**config.mk**
```make
export PLATFORM = sky130hd
export DESIGN_NAME = input_mem
export DESIGN_NICKNAME = d
export VERILOG_FILES = /design/src/rtl/rotate_pkg.sv /design/src/rtl/imem_ram.sv /design/src/rtl/input_mem.sv
export SDC_FILE = /design/constraint.sdc
export NUM_CORES = 2
export LEC_CHECK = 0
export BUFFER_PORTS_ARGS = -buffer_cell sky130_fd_sc_hd__buf_2
export CAP_MARGIN = 20
export CORE_MARGIN = 1
export CORE_UTILIZATION = 50
export DETAILED_ROUTE_END_ITERATION = 6
export GPL_ROUTABILITY_DRIVEN = 0
export PLACE_DENSITY_LB_ADDON = 0.08
export SYNTH_ARGS = -nofsm -noshare
export SYNTH_HDL_FRONTEND = slang
export SYNTH_SLANG_ARGS = --single-unit
```
**constraint.sdc**
```tcl
create_clock -name I_IMEM_HCLK -period 9.9 [get_ports I_IMEM_HCLK]
set_input_delay 0.495 -clock I_IMEM_HCLK [delete_from_list [all_inputs] [get_ports I_IMEM_HCLK]]
set_output_delay 0.495 -clock I_IMEM_HCLK [all_outputs]
set_load 0.01 [all_outputs]
```
**src/rtl/rotate_pkg.sv**
```systemverilog
// Shared encodings and byte-geometry constants for the rotate engine buffers.
package rotate_pkg;

  typedef enum logic [1:0] {
    IMEM_ST_IDLE  = 2'd0,
    IMEM_ST_FILL  = 2'd1,
    IMEM_ST_READY = 2'd2
  } imem_state_e;

  localparam int PIX_BYTES  = 3;
  localparam int WORD_BYTES = 4;

endpackage

```
**src/rtl/imem_ram.sv**
```systemverilog
// Tile storage for input_mem: four byte lanes written one aligned 32-bit word at a time,
// with PIX_BYTES registered byte read ports that can be loaded together or cleared together.
module imem_ram
  import rotate_pkg::*;
#(
  parameter int WORDS  = 48,
  parameter int ADDR_W = 8
) (
  input  logic                               I_IMEM_HCLK,
  input  logic                               I_IMEM_HRESET,
  input  logic                               wr_en,
  input  logic [ADDR_W-3:0]                  wr_row,
  input  logic [31:0]                        wr_data,
  input  logic                               rd_en,
  input  logic                               rd_clr,
  input  logic [PIX_BYTES-1:0][ADDR_W-1:0]   rd_addr,
  output logic [PIX_BYTES-1:0][7:0]          rd_data
);

  // Byte address = {row, lane}; lane selects which byte of the stored word.
  logic [7:0] mem [WORD_BYTES][WORDS];

  always_ff @(posedge I_IMEM_HCLK) begin
    if (wr_en) begin
      for (int l = 0; l < WORD_BYTES; l++) begin
        mem[l][wr_row] <= wr_data[8*l +: 8];
      end
    end
  end

  // Read registers are the pixel outputs: they hold between requests and are
  // zeroed on reset or on a rejected request.
  always_ff @(posedge I_IMEM_HCLK or posedge I_IMEM_HRESET) begin
    if (I_IMEM_HRESET) begin
      rd_data <= '0;
    end else if (rd_clr) begin
      rd_data <= '0;
    end else if (rd_en) begin
      for (int k = 0; k < PIX_BYTES; k++) begin
        rd_data[k] <= mem[rd_addr[k][1:0]][rd_addr[k][ADDR_W-1:2]];
      end
    end
  end

endmodule

```
**src/rtl/input_mem.sv**
```systemverilog
// Input-side tile buffer of the rotate engine: fills from AHB read words, then
// serves B/G/R byte triples by byte address with a one-cycle latency.
module input_mem
  import rotate_pkg::*;
#(
  parameter int DEPTH_BYTES = 192,
  parameter int ADDR_W      = 8
) (
  input  logic              I_IMEM_HCLK,
  input  logic              I_IMEM_HRESET,
  input  logic              I_IMEM_START,
  input  logic [31:0]       I_IMEM_RDATA,
  input  logic              I_IMEM_RVALID,
  output logic              O_IMEM_RREADY,
  output logic              O_IMEM_FULL,
  input  logic              I_IMEM_RELEASE,
  input  logic              I_IMEM_PIXEL_REQ,
  input  logic [ADDR_W-1:0] I_IMEM_PIXEL_ADDR,
  output logic [7:0]        O_IMEM_PIXEL_B,
  output logic [7:0]        O_IMEM_PIXEL_G,
  output logic [7:0]        O_IMEM_PIXEL_R,
  output logic              O_IMEM_PIXEL_VALID,
  output logic              O_IMEM_PIXEL_ERR
);

  localparam int WORDS = DEPTH_BYTES / WORD_BYTES;
  localparam int ROW_W = ADDR_W - 2;
  localparam logic [ROW_W-1:0]  LAST_ROW  = ROW_W'(WORDS - 1);
  localparam logic [ADDR_W:0]   DEPTH_LIM = (ADDR_W+1)'(DEPTH_BYTES);

  imem_state_e                      state;
  logic [ROW_W-1:0]                 word_cnt;
  logic                             accept;
  logic [ADDR_W:0]                  last_addr;
  logic                             pix_ok;
  logic                             pix_bad;
  logic [PIX_BYTES-1:0][ADDR_W-1:0] rd_addr;
  logic [PIX_BYTES-1:0][7:0]        rd_data;

  assign O_IMEM_RREADY = (state == IMEM_ST_FILL);
  assign accept        = I_IMEM_RVALID & O_IMEM_RREADY;

  // Widened by one bit so a request near the top of the address space cannot
  // wrap back into the tile and pass the range check.
  assign last_addr = {1'b0, I_IMEM_PIXEL_ADDR} + (ADDR_W+1)'(PIX_BYTES - 1);
  assign pix_ok    = I_IMEM_PIXEL_REQ && (state == IMEM_ST_READY) && (last_addr < DEPTH_LIM);
  assign pix_bad   = I_IMEM_PIXEL_REQ && !pix_ok;

  always_comb begin
    rd_addr = '0;
    for (int k = 0; k < PIX_BYTES; k++) begin
      rd_addr[k] = I_IMEM_PIXEL_ADDR + ADDR_W'(k);
    end
  end

  always_ff @(posedge I_IMEM_HCLK or posedge I_IMEM_HRESET) begin
    if (I_IMEM_HRESET) begin
      state              <= IMEM_ST_IDLE;
      word_cnt           <= '0;
      O_IMEM_FULL        <= 1'b0;
      O_IMEM_PIXEL_VALID <= 1'b0;
      O_IMEM_PIXEL_ERR   <= 1'b0;
    end else begin
      O_IMEM_PIXEL_VALID <= pix_ok;
      O_IMEM_PIXEL_ERR   <= pix_bad;
      // START overrides everything, including RELEASE and a final accept.
      if (I_IMEM_START) begin
        state       <= IMEM_ST_FILL;
        word_cnt    <= '0;
        O_IMEM_FULL <= 1'b0;
      end else begin
        case (state)
          IMEM_ST_IDLE: begin
            O_IMEM_FULL <= 1'b0;
          end
          IMEM_ST_FILL: begin
            if (accept) begin
              if (word_cnt == LAST_ROW) begin
                state       <= IMEM_ST_READY;
                word_cnt    <= '0;
                O_IMEM_FULL <= 1'b1;
              end else begin
                word_cnt <= word_cnt + 1'b1;
              end
            end
          end
          IMEM_ST_READY: begin
            if (I_IMEM_RELEASE) begin
              state       <= IMEM_ST_IDLE;
              O_IMEM_FULL <= 1'b0;
            end
          end
          default: begin
            state       <= IMEM_ST_IDLE;
            word_cnt    <= '0;
            O_IMEM_FULL <= 1'b0;
          end
        endcase
      end
    end
  end

  imem_ram #(
    .WORDS  (WORDS),
    .ADDR_W (ADDR_W)
  ) u_ram (
    .I_IMEM_HCLK   (I_IMEM_HCLK),
    .I_IMEM_HRESET (I_IMEM_HRESET),
    .wr_en         (accept),
    .wr_row        (word_cnt),
    .wr_data       (I_IMEM_RDATA),
    .rd_en         (pix_ok),
    .rd_clr        (pix_bad),
    .rd_addr       (rd_addr),
    .rd_data       (rd_data)
  );

  assign O_IMEM_PIXEL_B = rd_data[0];
  assign O_IMEM_PIXEL_G = rd_data[1];
  assign O_IMEM_PIXEL_R = rd_data[2];

endmodule
```
==> impl_metrics.ini <==
[timing]
skew_ns = 0.0330
final.min_clock_period_ns = 4.87
report.final.hold_viol_count = 0
final.period_utilization_pct = 49.2
tightest_slew_ns = 1.18
max_clock_freq_ghz = 0.205
final_setup_violation_count = 0
final-max-slew-violation-count = 0
worst_hold_slack_ns = 0.0822
rsz0062_at_grt = no
final.setup.tns_ns = 0
setup_slack_ns = 5.03
worst_slew_margin_rel_pct = 20.7

[layout]
area.growth.synth_to_final_pct = 10.4
fill_cells = 12700
multi_input_comb_area_mm2 = 0.0362
layout.nets = 4442
fin_util_pct = 55.5
ff_latch_area_mm2 = 0.0470
drive_above_1_share_pct = 41.1

[logic_synthesis]
postSynthCellCount = 4363
asyncSetResetFlopFracSynth_pct = 2.23
yosys_register_bits = 1571
synth_cell_types = 83
synth_area_leaders = sky130_fd_sc_hd__edfxtp_1 54%, sky130_fd_sc_hd__mux4_2 33%, sky130_fd_sc_hd__mux2i_1 2.5%
syn_area_per_cell_um2 = 19.5
synth_ff_type = sky130_fd_sc_hd__edfxtp_1
synth-edff-count = 1536
netlist.top_cell.by_area = sky130_fd_sc_hd__edfxtp_1
netlist_area_pre_place_mm2 = 0.0851
synthesis.nets = 4412
synth.yosys.seq_area_share_pct = 55.2
ys_warn_count = 0
synth_top_area_share_pct = 54.2

[routing]
via_count = 51300
drc_errors = 0
routed_antenna_nets = 0
detailedRoute.firstPassIterationCount = 7
viasPerCell = 7.59
route.detailed.wl_per_inst_um = 41.3
drt_iter0_drc = 8381
wirelength_mm = 279

[floorplanning]
initial_utilization_pct = 50.3
std_cell_rows = 151
die_area_mm2 = 0.172
floorplan.io_pins = 74
die_x_um = 414
core_area_mm2 = 0.169
die_y_um = 414

[power]
p_leak_nw = 29.6
pwr_density_cell_mw_per_mm2 = 172
power_mw = 16.2
ir_drop_mv = 0.169

[global_routing]
gr-usage-all-layers_pct = 32.7
grt_remaining_overflow = 0
grt_pass1_vias = 50900
grt_pass1_wl_mm = 394
grt_antenna_before_repair = 30
grt_max_degree = 136

[run_status]
run_status = finished clean

[clock_tree]
ctsResizeCount = 0
clock_tree.root_cell = sky130_fd_sc_hd__clkbuf_16
h_tree_level_count = 4
clock_sinks = 1571
clock_insertion_delay_worst_skew_ns = 0.84
cts_tree = built
post_cts_buffers = 0
cts-root-to-sink-buffers = 3
cts.clk_slew.worst_paths_ns = 0.06
cts_inserted_buffers = 174

[placed_design]
hpwlAfterDp_mm = 167
port_bufs = 73
detailedPlace.worstSlack_ns = 4.20

[worst_setup_path]
cp_slowest_cell = sky130_fd_sc_hd__buf_4
critPathLaunchType = input pin
cp_endpoint_kind = flip-flop
path_common_cell = sky130_fd_sc_hd__buf_4
critPathMaxStageDelay_ns = 0.81
crit_arrival_ns = 5.58
worstPathCellList = buf_12, buf_4, buf_4, buf_4, mux4_2, mux4_2, o2111a_1, nor4_1, buf_2, a311oi_1
crit_required_ns = 10.60
critical_path_peak_fanout = 98
r2r_slack_ns = 6.44
worst-setup-path-type = input pin to flip-flop

[flow_run]
drv_cap = 0

[worst_hold_path]
type_of_the_tightest_min_delay_check = input pin to flip-flop
## kinds of logic after synthesis
logic type               count (synthesis)  share of synthesized area [%]
flip-flops                            1571                           55.2
multiplexers                          1483                           35.8
AND/OR/NAND/NOR                        535                           2.82
buffers and inverters                  407                           2.98
AO/OA/AOI/OAI                          345                           2.92
XOR/XNOR                                19                          0.231
adder cells (fa/ha/maj)                  3                         0.0441
## what timing repair did
item | CTS | global route
setup endpoints to repair | 0 | 0
hold buffers | 1 | 1
endpoints found under the hold margin | 5 | 35
## state kept, by name, summed over array words and instances, names as in the netlist
signal              cells
u_ram.mem            1536
u_ram.rd_data          24
word_cnt                6
state                   2
O_IMEM_FULL             1
O_IMEM_PIXEL_ERR        1
O_IMEM_PIXEL_VALID      1
## cell usage after synthesis (5+ instances only)
| master | n |
|---|---|
| sky130_fd_sc_hd__buf_6 | 46 |
| sky130_fd_sc_hd__nor2_1 | 142 |
| sky130_fd_sc_hd__a22o_1 | 12 |
| sky130_fd_sc_hd__dfrtp_1 | 35 |
| sky130_fd_sc_hd__clkbuf_1 | 82 |
| sky130_fd_sc_hd__nand2_1 | 204 |
| sky130_fd_sc_hd__nand4_1 | 16 |
| sky130_fd_sc_hd__o2111ai_1 | 11 |
| sky130_fd_sc_hd__a21oi_1 | 43 |
| sky130_fd_sc_hd__xnor2_1 | 11 |
| sky130_fd_sc_hd__and2_1 | 6 |
| sky130_fd_sc_hd__nand3b_1 | 5 |
| sky130_fd_sc_hd__a22oi_1 | 56 |
| sky130_fd_sc_hd__edfxtp_1 | 1536 |
| sky130_fd_sc_hd__mux2_2 | 27 |
| sky130_fd_sc_hd__nor3b_1 | 5 |
| sky130_fd_sc_hd__a32o_1 | 8 |
| sky130_fd_sc_hd__o22ai_1 | 48 |
| sky130_fd_sc_hd__and3_1 | 14 |
| sky130_fd_sc_hd__buf_8 | 5 |
| sky130_fd_sc_hd__nor3_1 | 13 |
| sky130_fd_sc_hd__a311oi_1 | 5 |
| sky130_fd_sc_hd__o21ai_1 | 13 |
| sky130_fd_sc_hd__nand3_1 | 91 |
| sky130_fd_sc_hd__buf_2 | 144 |
| sky130_fd_sc_hd__o41ai_1 | 5 |
| sky130_fd_sc_hd__a21boi_0 | 9 |
| sky130_fd_sc_hd__o2bb2ai_1 | 5 |
| sky130_fd_sc_hd__a31oi_1 | 19 |
| sky130_fd_sc_hd__buf_1 | 21 |
| sky130_fd_sc_hd__a221oi_1 | 25 |
| sky130_fd_sc_hd__mux4_2 | 1242 |
| sky130_fd_sc_hd__o21ai_0 | 28 |
| sky130_fd_sc_hd__mux2i_1 | 214 |
| sky130_fd_sc_hd__nor2b_1 | 10 |
| sky130_fd_sc_hd__inv_1 | 9 |
| sky130_fd_sc_hd__buf_4 | 94 |
## routing by layer
layer | global-route usage (%) | wire length (um) | vias to the layer above | share of wire, %
li1 | - | - | 19400 | -
met1 | 45.5 | 103000 | 27700 | 37
met2 | 49.5 | 129000 | 3569 | 46
met3 | 8.39 | 34000 | 600 | 12
met4 | 13.9 | 13300 | 14 | 4.8
met5 | 0 | 107 | - | 0.038
## per-stage QoR
stage	cells	area [um^2]
2_1_floorplan	4363	85100
3_3_place_gp	6417	87800
3_5_place_dp	6424	87900
4_1_cts	6741	93700
5_1_grt	6753	93900
6_report	6760	93900
## report_power, final
part / internal (mW) / switching (mW) / total [mW]
Sequential: 7.35 / 0.0257 / 7.37
Combinational: 0.892 / 1.26 / 2.15
Clock: 3.91 / 2.74 / 6.65
Total: 12.2 / 4.03 / 16.2
## cell usage in the layout, fill, tap and decap left out, types with 6 or more instances in the layout
| cell | netlist | routed |
|---|---|---|
| sky130_fd_sc_hd__a22oi_1 | 56 | 56 |
| sky130_fd_sc_hd__nor2_4 | 0 | 49 |
| sky130_fd_sc_hd__buf_2 | 144 | 64 |
| sky130_fd_sc_hd__o21ai_0 | 28 | 26 |
| sky130_fd_sc_hd__inv_1 | 9 | 7 |
| sky130_fd_sc_hd__nor2b_1 | 10 | 6 |
| sky130_fd_sc_hd__edfxtp_1 | 1536 | 1536 |
| sky130_fd_sc_hd__clkbuf_1 | 82 | 37 |
| sky130_fd_sc_hd__o2111ai_1 | 11 | 11 |
| sky130_fd_sc_hd__and2_1 | 6 | 6 |
| sky130_fd_sc_hd__clkbuf_16 | 0 | 178 |
| sky130_fd_sc_hd__a22o_1 | 12 | 12 |
| sky130_fd_sc_hd__bufinv_16 | 0 | 23 |
| sky130_fd_sc_hd__a221oi_1 | 25 | 25 |
| sky130_fd_sc_hd__clkinvlp_4 | 0 | 10 |
| sky130_fd_sc_hd__clkinv_2 | 0 | 29 |
| sky130_fd_sc_hd__clkinv_1 | 0 | 25 |
| sky130_fd_sc_hd__a32o_1 | 8 | 8 |
| sky130_fd_sc_hd__mux2i_1 | 214 | 214 |
| sky130_fd_sc_hd__mux2_2 | 27 | 27 |
| sky130_fd_sc_hd__nand2_1 | 204 | 203 |
| sky130_fd_sc_hd__nand3_1 | 91 | 91 |
| sky130_fd_sc_hd__mux4_2 | 1242 | 1242 |
| sky130_fd_sc_hd__nand4_1 | 16 | 16 |
| sky130_fd_sc_hd__diode_2 | 0 | 9 |
| sky130_fd_sc_hd__buf_12 | 4 | 23 |
| sky130_fd_sc_hd__dfrtp_1 | 35 | 35 |
| sky130_fd_sc_hd__a21oi_1 | 43 | 42 |
| sky130_fd_sc_hd__nor3_1 | 13 | 12 |
| sky130_fd_sc_hd__and3_1 | 14 | 14 |
| sky130_fd_sc_hd__nor2_1 | 142 | 92 |
| sky130_fd_sc_hd__a31oi_1 | 19 | 19 |
| sky130_fd_sc_hd__o22ai_1 | 48 | 48 |
| sky130_fd_sc_hd__a21boi_0 | 9 | 9 |
| sky130_fd_sc_hd__o21ai_1 | 13 | 15 |
| sky130_fd_sc_hd__buf_4 | 94 | 154 |
| sky130_fd_sc_hd__xnor2_2 | 3 | 6 |
## critical path, delay by kind of cell
kind,cells,cell delay [ns]
compound gates,2,0.46
buf+inv,5,2.86
mux,2,1.13
simple gates,1,0.45
## final timing paths
path                                           start           endpoint  cells past startpoint
worst max-delay path            I_IMEM_PIXEL_ADDR[0]  u_ram.rd_data[14]                     10
worst min-delay path                I_IMEM_PIXEL_REQ   u_ram.rd_data[7]                      2
worst max register to register              state[1]  u_ram.rd_data[22]                      7
worst min register to register      u_ram.rd_data[9]   u_ram.rd_data[9]                      1
max in group asynchronous              I_IMEM_HRESET  u_ram.rd_data[11]                      4
min in group asynchronous              I_IMEM_HRESET  u_ram.rd_data[10]                      3
## layout make-up
cell class,instances,share of cell area [%]
diodes,9,0.0240
clock buffers,217,4.92
clock inverters,99,1.26
inverters,10,0.0400
multi-input cells,2385,38.5
flip-flops and latches,1571,50.1
well taps,2218,2.96
repair buffers,251,2.24
No activity file was read; power rests on OpenSTA's default activity.
